File: src/rtl/qph_user_clk_rcfg_seq.sv
`default_nettype none
// ============================================================================
// Module   : qph_user_clk_rcfg_seq
// Brief    : Table-driven sequencer that replays PLL register writes over the
//            user-clock reconfiguration command/status words, then pulses the PLL reset and waits for lock.
// Revision : 1.0 - initial release
// ============================================================================
module qph_user_clk_rcfg_seq #(
    parameter int MAX_ENTRIES  = 8,
    parameter int RST_CYCLES   = 16,
    parameter int ACK_TIMEOUT  = 1024,
    parameter int LOCK_TIMEOUT = 65536
) (
    input  logic        clk,
    input  logic        rst,
    input  logic        tbl_we,
    input  logic [2:0]  tbl_idx,
    input  logic [9:0]  tbl_addr,
    input  logic [7:0]  tbl_data,
    input  logic [3:0]  num_entries,
    input  logic        start,
    output logic [63:0] user_clk_freq_cmd_0,
    input  logic [63:0] user_clk_freq_sts_0,
    output logic        busy,
    output logic        done,
    output logic        err,
    output logic [1:0]  err_code
);

    localparam int c_settle_cycles = 8;
    localparam int c_max_a = (RST_CYCLES > ACK_TIMEOUT) ? RST_CYCLES : ACK_TIMEOUT;
    localparam int c_max_b = (LOCK_TIMEOUT > c_settle_cycles) ? LOCK_TIMEOUT : c_settle_cycles;
    localparam int c_cnt_max = (c_max_a > c_max_b) ? c_max_a : c_max_b;
    localparam int CW = $clog2(c_cnt_max + 1);

    localparam logic [CW-1:0] c_rst_last    = CW'(RST_CYCLES - 1);
    localparam logic [CW-1:0] c_settle_last = CW'(c_settle_cycles - 1);
    localparam logic [CW-1:0] c_ack_last    = CW'(ACK_TIMEOUT - 1);
    localparam logic [CW-1:0] c_lock_last   = CW'(LOCK_TIMEOUT - 1);

    localparam logic [63:0] c_cmd_idle    = 64'h0010_0000_0000_0000;
    localparam logic [63:0] c_cmd_fsm_rst = 64'h0100_0000_0000_0000;
    localparam logic [4:0]  c_max_entries = 5'(MAX_ENTRIES);

    localparam logic [1:0] c_err_ack  = 2'd1;
    localparam logic [1:0] c_err_fsm  = 2'd2;
    localparam logic [1:0] c_err_lock = 2'd3;

    typedef enum logic [3:0] {
        S_IDLE      = 4'd0,
        S_FSM_RST   = 4'd1,
        S_SETTLE    = 4'd2,
        S_ISSUE     = 4'd3,
        S_WAIT_ACK  = 4'd4,
        S_PLL_RST   = 4'd5,
        S_WAIT_LOCK = 4'd6,
        S_DONE      = 4'd7,
        S_ERR       = 4'd8
    } state_t;

    state_t       r_state;
    logic [63:0]  r_cmd;
    logic [1:0]   r_seq;
    logic [2:0]   r_idx;
    logic [3:0]   r_num;
    logic [CW-1:0] r_cnt;
    logic         r_lock_q;
    logic         r_busy;
    logic         r_done;
    logic         r_err;
    logic [1:0]   r_err_code;

    logic [9:0]   r_tbl_addr [MAX_ENTRIES];
    logic [7:0]   r_tbl_data [MAX_ENTRIES];

    logic         w_num_ok;
    logic         w_ack;
    logic         w_last;
    logic [2:0]   w_next_idx;
    logic [1:0]   w_next_seq;
    logic         w_unused;

    // Table is writable in any state; entries are sampled only when issued,
    // so a write while busy lands only on entries still ahead of the index.
    generate
        for (genvar gi = 0; gi < MAX_ENTRIES; gi++) begin : g_tbl
            always_ff @(posedge clk or posedge rst) begin
                if (rst) begin
                    r_tbl_addr[gi] <= '0;
                    r_tbl_data[gi] <= '0;
                end else if (tbl_we && (tbl_idx == 3'(gi))) begin
                    r_tbl_addr[gi] <= tbl_addr;
                    r_tbl_data[gi] <= tbl_data;
                end
            end
        end
    endgenerate

    function automatic logic [63:0] f_issue(input logic [1:0] seq,
                                            input logic [9:0] addr,
                                            input logic [7:0] data);
        logic [63:0] v;
        v          = c_cmd_idle;
        v[49:48]   = seq;
        v[44]      = 1'b1;
        v[41:32]   = addr;
        v[7:0]     = data;
        return v;
    endfunction

    assign w_num_ok   = (num_entries != 4'd0) && ({1'b0, num_entries} <= c_max_entries);
    assign w_ack      = (user_clk_freq_sts_0[49:48] == r_cmd[49:48]) &&
                        user_clk_freq_sts_0[44] &&
                        (user_clk_freq_sts_0[41:32] == r_cmd[41:32]);
    assign w_next_idx = r_idx + 3'd1;
    assign w_next_seq = r_seq + 2'd1;
    assign w_last     = (({1'b0, r_idx} + 4'd1) == r_num);

    assign w_unused = ^{user_clk_freq_sts_0[62:61], user_clk_freq_sts_0[59:50],
                        user_clk_freq_sts_0[47:45], user_clk_freq_sts_0[43:42],
                        user_clk_freq_sts_0[31:0]};

    always_ff @(posedge clk or posedge rst) begin
        if (rst) begin
            r_state    <= S_IDLE;
            r_cmd      <= c_cmd_idle;
            r_seq      <= 2'd0;
            r_idx      <= 3'd0;
            r_num      <= 4'd0;
            r_cnt      <= '0;
            r_lock_q   <= 1'b0;
            r_busy     <= 1'b0;
            r_done     <= 1'b0;
            r_err      <= 1'b0;
            r_err_code <= 2'd0;
        end else begin
            r_done <= 1'b0;
            case (r_state)
                S_IDLE, S_ERR: begin
                    if (start) begin
                        if (w_num_ok) begin
                            r_state    <= S_FSM_RST;
                            r_cmd      <= c_cmd_fsm_rst;
                            r_seq      <= 2'd0;
                            r_idx      <= 3'd0;
                            r_num      <= num_entries;
                            r_cnt      <= '0;
                            r_busy     <= 1'b1;
                            r_err      <= 1'b0;
                            r_err_code <= 2'd0;
                        end else begin
                            r_state    <= S_ERR;
                            r_cmd      <= c_cmd_idle;
                            r_busy     <= 1'b0;
                            r_err      <= 1'b1;
                            r_err_code <= c_err_ack;
                        end
                    end
                end

                S_FSM_RST: begin
                    if (r_cnt == c_rst_last) begin
                        r_state <= S_SETTLE;
                        r_cmd   <= c_cmd_idle;
                        r_cnt   <= '0;
                    end else begin
                        r_cnt <= r_cnt + CW'(1);
                    end
                end

                S_SETTLE: begin
                    if (r_cnt == c_settle_last) begin
                        r_state <= S_ISSUE;
                        r_seq   <= w_next_seq;
                        r_cmd   <= f_issue(w_next_seq, r_tbl_addr[r_idx], r_tbl_data[r_idx]);
                        r_cnt   <= '0;
                    end else begin
                        r_cnt <= r_cnt + CW'(1);
                    end
                end

                S_ISSUE: begin
                    r_state <= S_WAIT_ACK;
                    r_cnt   <= '0;
                end

                S_WAIT_ACK: begin
                    // A reported FSM error outranks an echo arriving in the same cycle.
                    if (user_clk_freq_sts_0[63]) begin
                        r_state    <= S_ERR;
                        r_cmd      <= c_cmd_idle;
                        r_busy     <= 1'b0;
                        r_err      <= 1'b1;
                        r_err_code <= c_err_fsm;
                    end else if (w_ack) begin
                        r_cnt <= '0;
                        if (w_last) begin
                            r_state    <= S_PLL_RST;
                            r_cmd[57]  <= 1'b1;
                        end else begin
                            r_state <= S_ISSUE;
                            r_idx   <= w_next_idx;
                            r_seq   <= w_next_seq;
                            r_cmd   <= f_issue(w_next_seq, r_tbl_addr[w_next_idx],
                                               r_tbl_data[w_next_idx]);
                        end
                    end else if (r_cnt == c_ack_last) begin
                        r_state    <= S_ERR;
                        r_cmd      <= c_cmd_idle;
                        r_busy     <= 1'b0;
                        r_err      <= 1'b1;
                        r_err_code <= c_err_ack;
                    end else begin
                        r_cnt <= r_cnt + CW'(1);
                    end
                end

                S_PLL_RST: begin
                    if (r_cnt == c_rst_last) begin
                        r_state   <= S_WAIT_LOCK;
                        r_cmd[57] <= 1'b0;
                        r_cnt     <= '0;
                        r_lock_q  <= 1'b0;
                    end else begin
                        r_cnt <= r_cnt + CW'(1);
                    end
                end

                S_WAIT_LOCK: begin
                    r_lock_q <= user_clk_freq_sts_0[60];
                    if (user_clk_freq_sts_0[60] && r_lock_q) begin
                        r_state <= S_DONE;
                        r_done  <= 1'b1;
                    end else if (r_cnt == c_lock_last) begin
                        r_state    <= S_ERR;
                        r_cmd      <= c_cmd_idle;
                        r_busy     <= 1'b0;
                        r_err      <= 1'b1;
                        r_err_code <= c_err_lock;
                    end else begin
                        r_cnt <= r_cnt + CW'(1);
                    end
                end

                S_DONE: begin
                    r_state <= S_IDLE;
                    r_cmd   <= c_cmd_idle;
                    r_busy  <= 1'b0;
                end

                default: begin
                    r_state <= S_IDLE;
                    r_cmd   <= c_cmd_idle;
                    r_busy  <= 1'b0;
                end
            endcase
        end
    end

    assign user_clk_freq_cmd_0 = r_cmd;
    assign busy                = r_busy;
    assign done                = r_done;
    assign err                 = r_err;
    assign err_code            = r_err_code;

endmodule
`default_nettype wire

File: config.mk
export PLATFORM = sky130hd
export DESIGN_NAME = qph_user_clk_rcfg_seq
export DESIGN_NICKNAME = d
export VERILOG_FILES = /design/src/rtl/qph_user_clk_rcfg_seq.sv
export SDC_FILE = /design/constraint.sdc
export NUM_CORES = 1
export LEC_CHECK = 0
export CORE_MARGIN = 4
export CORE_UTILIZATION = 55
export CTS_BUF_LIST = sky130_fd_sc_hd__clkbuf_4
export DETAILED_ROUTE_END_ITERATION = 7
export GPL_TIMING_DRIVEN = 0
export PLACE_DENSITY_LB_ADDON = 0.15
export SLEW_MARGIN = 30
export SYNTH_ARGS = -nofsm -noshare
export SYNTH_HDL_FRONTEND = slang
export SYNTH_SLANG_ARGS = --single-unit
File: constraint.sdc
create_clock -name clk -period 7.54 [get_ports clk]
set_clock_uncertainty 0.1 [all_clocks]
set_input_delay 1.131 -clock clk [delete_from_list [all_inputs] [get_ports clk]]
set_output_delay 1.131 -clock clk [all_outputs]
set_load 0.02 [all_outputs]
==> results of run 1 <==
[layer usage]
metal  vias up  GRT usage  wire (um)
met5         -          0         13
met4         2    0.07706        503
met3        50    0.04369       1591
met2       267     0.3927      13170
met1      3930     0.3256      11520
li1       3466          -          -
[final cells by class]
cell class / count / area [um^2] / share of cell area
Tap cell: 270 / 337.8 / 0.02559
Antenna cell: 1 / 2.502 / 0.0001896
Timing Repair Buffer: 72 / 754.5 / 0.05716
Inverter: 9 / 41.29 / 0.003128
Clock buffer: 87 / 653.1 / 0.04948
Buffer: 91 / 540.5 / 0.04095
Clock inverter: 9 / 42.54 / 0.003223
Multi-Input combinational cell: 556 / 5722 / 0.4335
Sequential cell: 204 / 5106 / 0.3868
[Yosys cell counts (4+ instances only)]
master / number / area share
clkbuf_1: 26 / 0.0087
a21o_1: 5 / 0.0033
mux2i_1: 36 / 0.032
nor2b_1: 5 / 0.0028
nand2_1: 28 / 0.0094
nand4_1: 10 / 0.0056
xnor2_1: 14 / 0.011
a22o_1: 12 / 0.0094
nor2_1: 13 / 0.0043
buf_2: 14 / 0.0062
a21oi_1: 9 / 0.0040
o21bai_1: 4 / 0.0027
buf_1: 6 / 0.0020
nor3_1: 8 / 0.0036
o21ai_0: 12 / 0.0053
inv_1: 9 / 0.0030
o31ai_1: 5 / 0.0033
nand4b_1: 4 / 0.0031
mux2_4: 6 / 0.0080
or3_1: 4 / 0.0022
o22ai_1: 20 / 0.011
dfrtp_1: 203 / 0.45
nand3_1: 11 / 0.0049
mux2_2: 165 / 0.17
and2_1: 4 / 0.0022
nor3b_1: 4 / 0.0027
buf_4: 42 / 0.028
mux4_2: 72 / 0.14
nand2b_1: 4 / 0.0022
[logic make-up after synthesis]
logic type,count (synthesis),share of synthesized area
multiplexers,279,0.3497
flip-flops,204,0.4544
AND/OR/NAND/NOR,119,0.06402
buffers and inverters,100,0.05100
AO/OA/AOI/OAI,98,0.06391
XOR/XNOR,17,0.01325
adder cells (fa/ha/maj),3,0.003341
other,1,0.0003337
[through the flow]
step	util	cells	power [uW]
after CTS	0.6543	1298	3755
final	0.6545	1299	3726
after detailed placement	0.6198	1202	2768
after floorplan	-	860	2399
after global placement	0.6149	1198	2726
after global routing	0.6545	1299	3940
[sequential cells by signal (all words and copies together) (netlist names)]
register,count
r_tbl_data,64
err,1
r_tbl_addr,80
r_cnt,17
r_num,4
r_seq,2
r_state,4
r_idx,3
user_clk_freq_cmd_0,24
err_code,2
done,1
busy,1
r_lock_q,1
[final timing paths]
path	end	slack, ns	cells after the start	start
setup / recovery	user_clk_freq_cmd_0[37]$_DFFE_PP0P_	3.88	8	user_clk_freq_sts_0[35]
hold / removal	err_code[1]$_DFFE_PP0P_	0.41	1	err_code[1]$_DFFE_PP0P_
setup reg to reg	r_cnt[2]$_DFFE_PP0P_	3.90	13	r_cnt[0]$_DFFE_PP0P_
hold reg to reg	err_code[1]$_DFFE_PP0P_	0.41	1	err_code[1]$_DFFE_PP0P_
max in group asynchronous	r_tbl_data[31]$_DFFE_PP0P_	5.76	3	rst
min in group asynchronous	r_tbl_addr[75]$_DFFE_PP0P_	0.80	2	rst
[layout by cell type (no fill, tap or decap), types with 6 or more instances in the layout]
cell             Yosys  final
conb_1               1     40
nand2_1             28     28
buf_2               14     14
clkinv_1             0      7
nand3_1             11     11
mux2_4               6      6
nor3_1               8      6
a22o_1              12     12
clkbuf_4             0     87
xnor2_1             14     14
dfrtp_1            203    203
mux2_2             165    165
inv_1                9      8
clkdlybuf4s50_1      0     68
clkbuf_1            26     26
o21ai_0             12     12
o22ai_1             20     20
a21oi_1              9      9
nor2_1              13     13
mux2i_1             36     36
buf_4               42     43
mux4_2              72     72
nand4_1             10     10
[where the power goes]
| group | total (uW) | switching, uW | internal, uW |
|---|---|---|---|
| clock | 973 | 454 | 519 |
| sequential | 1530 | 187 | 1340 |
| combinational | 1220 | 584 | 640 |
| total | 3730 | 1230 | 2500 |
[critical path, stage by stage]
cell	delay [ns]
clkdlybuf4s50_1	0.42
xnor2_1	0.36
nand4_1	0.27
nor4_4	0.61
o221ai_2	0.26
nor3_4	0.44
buf_6	0.23
mux2_2	0.35
==> metrics.md, run 1 <==
| Metric | Value |
|---|---|
| Yosys warning total | 0 |
| I/O Pins | 162 |
| Worst skew pair latency | 0.68 ns |
| Sequential element share of the synthesized area | 0.4544 |
| Crit path max fanout | 10 |
| Rel. slew slack | 0.4020 |
| First-pass GRT wire length | 41,700 um |
| DP Area | 12,500 um^2 |
| Grt ovf | 0 |
| Share of layout cells above drive strength 1 | 0.4047 |
| Post-synth ARST share | 1.000 |
| DRC viols | 0 |
| Worst-margin pin slew | 0.8970 ns |
| Die height | 150.9 um |
| Initial antenna violation count | 2 |
| H-Tree Depth | 2 |
| Cell row count | 52 |
| Post-synthesis area per instance | 13.69 um^2 |
| Area Overhead vs Synth | 17.47% |
| # hold bufs at CTS | 0 |
| GRT Util Overall | 0.2391 |
| Period utilization | 0.4859 |
| Post-route ant nets | 0 |
| Initial Utilization | 0.5571 |
| Synth Flop Type | dfrtp_1 |
| Cts bufs inserted | 55 |
| Placer Congestion | 0.8888 |
| Worst Hold Class | flip-flop to flip-flop |
| Bufs on Longest Clock Path | 3 |
| TritonCTS clock tree | done |
| Post-CTS Resized | 0 |
| Setup TNS | 0 ns |
| Final setup fails | 0 |
| Cell area after synthesis | 11,240 um^2 |
| Yosys cell types | 70 |
| Core area | 20,170 um^2 |
| PnR worst setup slack | 3.876 ns |
| FF+latch count, synth | 204 |
| Fill cells | 1,571 |
| Clock root buffer master | clkbuf_4 |
| Mapped Cells | 821 |
| Clk sinks | 204 |
| Crit start category | primary input |
| Place WS | 3.221 ns |
| Vias in the first global route | 7,637 |
| Detailed Route WL | 26,800 um |
| Power per standard cell area | 282.3 nW/um^2 |
| Die area | 22,780 um^2 |
| Port Buf Inserts | 68 |
| Largest net degree at the start of global routing | 81 |
| Vias | 7,715 |
| Crit end category | flip-flop |
| Vias/cell | 5.939 |
| Post-CTS Setup Bufs | 0 |
| Post-route design area | 13,200 um^2 |
| Status | complete, no violations |
| Hold Fails Final Rpt | 0 |
| WP data required | 7.96 ns |
| Max-Cap Viols | 0 |
| 1st-pass router iterations | 4 |
| Nets | 1,085 |
| Crit Path Category | primary input to flip-flop |
| Post-DP HPWL | 18,160 um |
| Wire length per cell | 20.63 um |
| Min Hold Slack | 0.4054 ns |
| Leak | 0.005604 uW |
| Fmax | 0.2729 GHz |
| CP Data Arrival Time | 4.09 ns |
| Initial DRC Count | 420 |
| Unrepaired setup endpoints after global routing | false |
| Max VDD drop | 131.2 uV |
| Final min period | 3.664 ns |
| Clock Pin Slew Worst Setup and Hold Paths | 0.07 ns |
| Slew Limit Fails | 0 |
| Die X | 150.9 um |
| EDFF count, synth | 0 |
Note: power is estimated with default switching activity, not from simulation.
==> run 2: changes to the inputs <==
==> constraint.sdc (replaced) <==
create_clock -name clk -period 3.8 [get_ports clk]
set_clock_uncertainty 0.1 [all_clocks]
set_input_delay 0.57 -clock clk [delete_from_list [all_inputs] [get_ports clk]]
set_output_delay 0.57 -clock clk [all_outputs]
set_load 0.02 [all_outputs]
==> run 2 against run 1 <==
Die area did not move. Routed wire length up 2.5%. Clock power rose by 100%. Sequential cell count unchanged. Non-clock buffer count increased by 6. Critical path depth rose by 5. Final cell count rose by 0.23%. Combinational power is 100% higher. Total power is 100% higher. Via count grew 1.4%. Register-to-register slack got worse by 3.6 ns. Setup slack lost 3.5 ns.
==> metrics.md, run 2 (synthesis results as in run 1) <==
| Metric | Value |
|---|---|
| Status | complete, no violations |
| Clock Pin Slew Worst Setup and Hold Paths | 0.06 ns |
| CP Data Arrival Time | 3.95 ns |
| Max VDD drop | 246.9 uV |
| Detailed Route WL | 27,460 um |
| Nets | 1,090 |
| Commonest non-fill, non-tap cell in the layout | dfrtp_1 |
| I/O Pins | 162 |
| Post-CTS Setup Bufs | 0 |
| Hold Fails Final Rpt | 0 |
| Crit Path Category | flip-flop to flip-flop |
| Fmax | 0.2895 GHz |
| Post-route ant nets | 0 |
| Die height | 150.9 um |
| Die X | 150.9 um |
| Most frequent cells in the layout | 203 x dfrtp_1, 165 x mux2_2, 83 x clkbuf_4, 72 x mux4_2, 68 x clkdlybuf4s50_1 |
| Power per standard cell area | 559.6 nW/um^2 |
| Core area | 20,170 um^2 |
| DRC viols | 0 |
| Worst skew pair latency | 0.72 ns |
| PnR worst setup slack | 0.3456 ns |
| Worst-margin pin slew | 0.9387 ns |
| GRT Util Overall | 0.2475 |
| Fill cells | 1,542 |
| Rel. slew slack | 0.3742 |
| Bufs on Longest Clock Path | 3 |
| Final setup fails | 0 |
| Wire length per cell | 21.09 um |
| Final min period | 3.454 ns |
| Initial Utilization | 0.5571 |
| Clock root buffer master | clkbuf_4 |
| Grt ovf | 0 |
| Crit path max fanout | 10 |
| Worst Hold Class | primary input to asynchronous set/reset pin |
| Multi-input gate area | 5722 um^2 |
| Period utilization | 0.9091 |
| Initial antenna violation count | 1 |
| Cell row count | 52 |
| First-pass GRT wire length | 43,530 um |
| Crit end category | flip-flop |
| Crit start category | flip-flop |
| Area Overhead vs Synth | 18.48% |
| Vias in the first global route | 7,807 |
| Initial DRC Count | 472 |
| WP data required | 4.29 ns |
| # hold bufs at CTS | 0 |
| Largest net degree at the start of global routing | 31 |
| DP Area | 12,620 um^2 |
| Die area | 22,780 um^2 |
| TritonCTS clock tree | done |
| Leak | 0.005657 uW |
| Flip-flop and latch area | 5106 um^2 |
| Placer Congestion | 0.9033 |
| H-Tree Depth | 2 |
| Place WS | 0.04067 ns |
| Slew Limit Fails | 0 |
| Max-Cap Viols | 0 |
| Max reg flops | 80 |
| Post-CTS Resized | 0 |
| Most flop-heavy register | r_tbl_addr |
| 1st-pass router iterations | 5 |
| Vias/cell | 6.007 |
| Cts bufs inserted | 54 |
| Post-DP HPWL | 18,770 um |
| Port Buf Inserts | 68 |
| Share of layout cells above drive strength 1 | 0.4074 |
| Clk sinks | 204 |
| Vias | 7,821 |
| Post-route design area | 13,310 um^2 |
| Unrepaired setup endpoints after global routing | false |
==> run 2: where the power goes <==
group | leakage (uW) | internal, uW | total, uW | switching [uW]
Clock | 0.000418 | 1050 | 1960 | 909
Sequential | 0.00254 | 2660 | 3040 | 376
Combinational | 0.00270 | 1280 | 2450 | 1170
==> run 2: per-stage QoR <==
stage | cells | util | total power (uW) | hold WS [ns] | TNS [ns]
final | 1302 | 0.6601 | 7450 | 0.1635 | 0
after global routing | 1302 | 0.6601 | 7874 | 0.1646 | 0
after CTS | 1301 | 0.6599 | 7493 | 0.1361 | 0
after detailed placement | 1208 | 0.6256 | 5512 | 0.3970 | 0
after global placement | 1198 | 0.6151 | 5412 | 0.3847 | -236.12
after floorplan | 860 | - | 4762 | 0.3710 | 0
==> run 2: worst paths after layout <==
check                                         from                         end  slack [ns]  depth (start not counted)
setup / recovery              r_cnt[0]$_DFFE_PP0P_        r_cnt[6]$_DFFE_PP0P_        0.35                         13
hold / removal                                 rst   r_tbl_addr[4]$_DFFE_PP0P_        0.16                          2
setup reg to reg              r_cnt[0]$_DFFE_PP0P_        r_cnt[6]$_DFFE_PP0P_        0.35                         13
hold reg to reg            err_code[1]$_DFFE_PP0P_     err_code[1]$_DFFE_PP0P_        0.41                          1
max in group asynchronous                      rst  r_tbl_data[10]$_DFFE_PP0P_        2.24                          6
min in group clk                        tbl_idx[2]  r_tbl_addr[38]$_DFFE_PP0P_        0.33                          4
==> run 2: cell type report <==
type,count,area share
plain buffers,91,0.04060
multi-input cells,556,0.4298
flip-flops and latches,204,0.3835
clock buffers,83,0.04680
repair buffers,78,0.06569
clock inverters,10,0.005263
diodes,1,0.0001880
well taps,270,0.02537
inverters,9,0.002819
==> run 2: critical path: stages, from the launching register on <==
cell      delay [ns]
dfrtp_1         0.41
ha_1            0.26
and3_1          0.25
and4_1          0.23
nand3_1         0.16
nor3_1          0.08
ha_1            0.21
a21oi_1         0.22
a211oi_1        0.11
a211oi_1        0.34
o41ai_1         0.15
buf_2           0.21
nor2_1          0.42
a22o_1          0.24
==> run 2: routing by layer <==
metal	up-vias	part of all wire	GRT usage
met2	279	0.49	0.3956
met3	46	0.067	0.04728
met1	4033	0.43	0.3483
li1	3463	-	-
met4	0	0.020	0.07208
met5	-	0	0.01136
==> run 3: changes to the inputs <==
--- a/config.mk
+++ b/config.mk
@@ -8,6 +8,7 @@
 export CORE_MARGIN = 4
 export CORE_UTILIZATION = 55
 export CTS_BUF_LIST = sky130_fd_sc_hd__clkbuf_4
+export CTS_CLUSTER_SIZE = 12
 export DETAILED_ROUTE_END_ITERATION = 7
 export GPL_TIMING_DRIVEN = 0
 export PLACE_DENSITY_LB_ADDON = 0.15
==> results of run 3 <==
No change in the layout: final DEF, timing and power equal those of run 2.
==> variant: new RTL, flow settings as in run 3 <==
Reset style: synchronous (`rst`), changed in 2 clocked blocks.
--- a/src/rtl/qph_user_clk_rcfg_seq.sv
+++ b/src/rtl/qph_user_clk_rcfg_seq.sv
@@ -86,3 +86,3 @@
         for (genvar gi = 0; gi < MAX_ENTRIES; gi++) begin : g_tbl
-            always_ff @(posedge clk or posedge rst) begin
+            always_ff @(posedge clk) begin
                 if (rst) begin
@@ -122,3 +122,3 @@
 
-    always_ff @(posedge clk or posedge rst) begin
+    always_ff @(posedge clk) begin
         if (rst) begin
Check against the original RTL: not settled (the Yosys comparison gave no result); the edit may change what the design does.
==> variant against run 3 <==
  * Setup slack worse by 0.013 ns
  * Cell area grew 2.2%
  * Sequential share of layout area rose by 2.7 points
  * Clock power decreased by 2%
  * Sequential cell count is 3 higher
  * Via count grew 8.1%
  * Synthesized area is 1.7% higher
  * Critical path depth up 1
  * Total power fell by 9.3%
  * Wire length increased by 8.1%
  * Highest routed layer unchanged
==> variant: results (changes against run 3) <==
Pleak 4.79 nW (-15%); Post-DP HPWL 21.4 mm (+14%); Hold Path Class flip-flop to flip-flop; global-route wire length before repair 46.4 mm (+6.6%); top cells by area, synth edfxtp_1, mux4_2, dfxtp_1, and2_1, mux2i_1; vias in the first global route 8,324 (+6.6%); DRT Wirelength 29.7 mm (+8.1%); maximum vdd drop 0.000300 V (+22%); GPL Wtd Cong 0.912 (+0.96%); routed length per instance 21.1 µm (+0.27%); max incr delay on CP 0.33 ns (-0.09 ns); mean post-synth cell area 12.4 µm² (-9.4%); status complete, no violations; EDFF count, synth 144 (+144); pre-CTS setup slack 0.338 ns (+0.297 ns); critical path's top delay family compound AO/OA/AOI/OAI gates; Port Buf Inserts 71 (+4.4%); library cells used by synthesis 69 (-1.4%); leading cell types by count after synthesis and2_1, edfxtp_1, mux4_2, dfxtp_1, buf_4; largest net degree at the start of global routing 19 (-39%); CTS buffer count 56 (+3.7%); prevailing post-synth register cell edfxtp_1; Sink Count 207 (+1.5%); placed insts 1,309 (+8.4%); slowest CP cell dfxtp_1; Final #Nets 1,194 (+9.5%); GRT Resource Usage Total 25.2% (+0.46 points); Worst EP arrival 3.93 ns (-0.02 ns)
## variant: cell types whose count changed after synthesis, sizes merged, moves of 32 or more
cell    before  now
a21oi        9   41
edfxtp       0  144
and2         4  145
dfxtp        0   63
dfrtp      203    0
nor3         9   46
mux2       171    0
## variant: layer usage
| metal | up-vias | track usage (%) | part of all wire (%) |
|---|---|---|---|
| li1 | 3842 | - | - |
| met2 | 397 | 41.3 | 48 |
| met3 | 52 | 5.03 | 8.3 |
| met5 | - | 0 | 0 |
| met1 | 4161 | 34.6 | 42 |
| met4 | 0 | 7.19 | 1.7 |
## variant: logic make-up (layout without fill, tap and decap cells)
logic type / Yosys count / count (layout) / synth area share (%)
AO/OA/AOI/OAI: 141 / 141 / 8.96
XOR/XNOR: 18 / 18 / 1.38
adder cells (fa/ha/maj): 3 / 3 / 0.328
buffers and inverters: 110 / 282 / 5.42
flip-flops: 207 / 207 / 48.9
multiplexers: 113 / 113 / 17.8
other: 1 / 41 / 0.0328
AND/OR/NAND/NOR: 329 / 329 / 17.3
## variant: path summary, 6_finish.rpt
check                         from                endpoint  slack [ns]  cells after the start
max          r_cnt[0]$_SDFFE_PP0P_  r_cnt[14]$_SDFFE_PP0P_        0.33                     14
min          r_cnt[1]$_SDFFE_PP0P_   r_cnt[1]$_SDFFE_PP0P_        0.39                      2
max reg2reg  r_cnt[0]$_SDFFE_PP0P_  r_cnt[14]$_SDFFE_PP0P_        0.33                     14
min reg2reg  r_cnt[1]$_SDFFE_PP0P_   r_cnt[1]$_SDFFE_PP0P_        0.39                      2
## variant: layout make-up
type | instances | area, µm²
Clock inverter | 10 | 53.8
Inverter | 12 | 45.0
Tap cell | 270 | 338
Fill cell | 1578 | 6760
Antenna cell | 1 | 2.50
Sequential cell | 207 | 5590
Multi-Input combinational cell | 644 | 5500
Buffer | 98 | 574
Timing Repair Buffer | 79 | 882
Clock buffer | 83 | 623
## variant: stage by stage
step / total power, mW / utilization [%] / hold slack [ns] / TNS (ns)
2_1_floorplan: 4.19 / - / 0.359 / 0
3_3_place_gp: 4.78 / 62.0 / 0.377 / -50.04
5_1_grt: 7.10 / 66.8 / 0.430 / 0
3_5_place_dp: 4.84 / 63.4 / 0.388 / 0
6_report: 6.75 / 66.8 / 0.394 / 0
4_1_cts: 6.75 / 66.7 / 0.396 / 0
## variant: report_power, final
| group | total [mW] | switching (mW) | internal [mW] |
|---|---|---|---|
| sequential | 2.78 | 0.145 | 2.63 |
| combinational | 2.05 | 1.23 | 0.821 |
| clock | 1.92 | 0.931 | 0.991 |
## variant: worst register-to-register path: cells and delay by family (launching register included)
family / cells / cell delay (ns)
buffers and inverters: 1 / 0.27
DFF: 1 / 0.33
and+or+nand+nor: 6 / 0.97
AOI/OAI and AO/OA: 5 / 1.24
adders and majority gates: 2 / 0.46
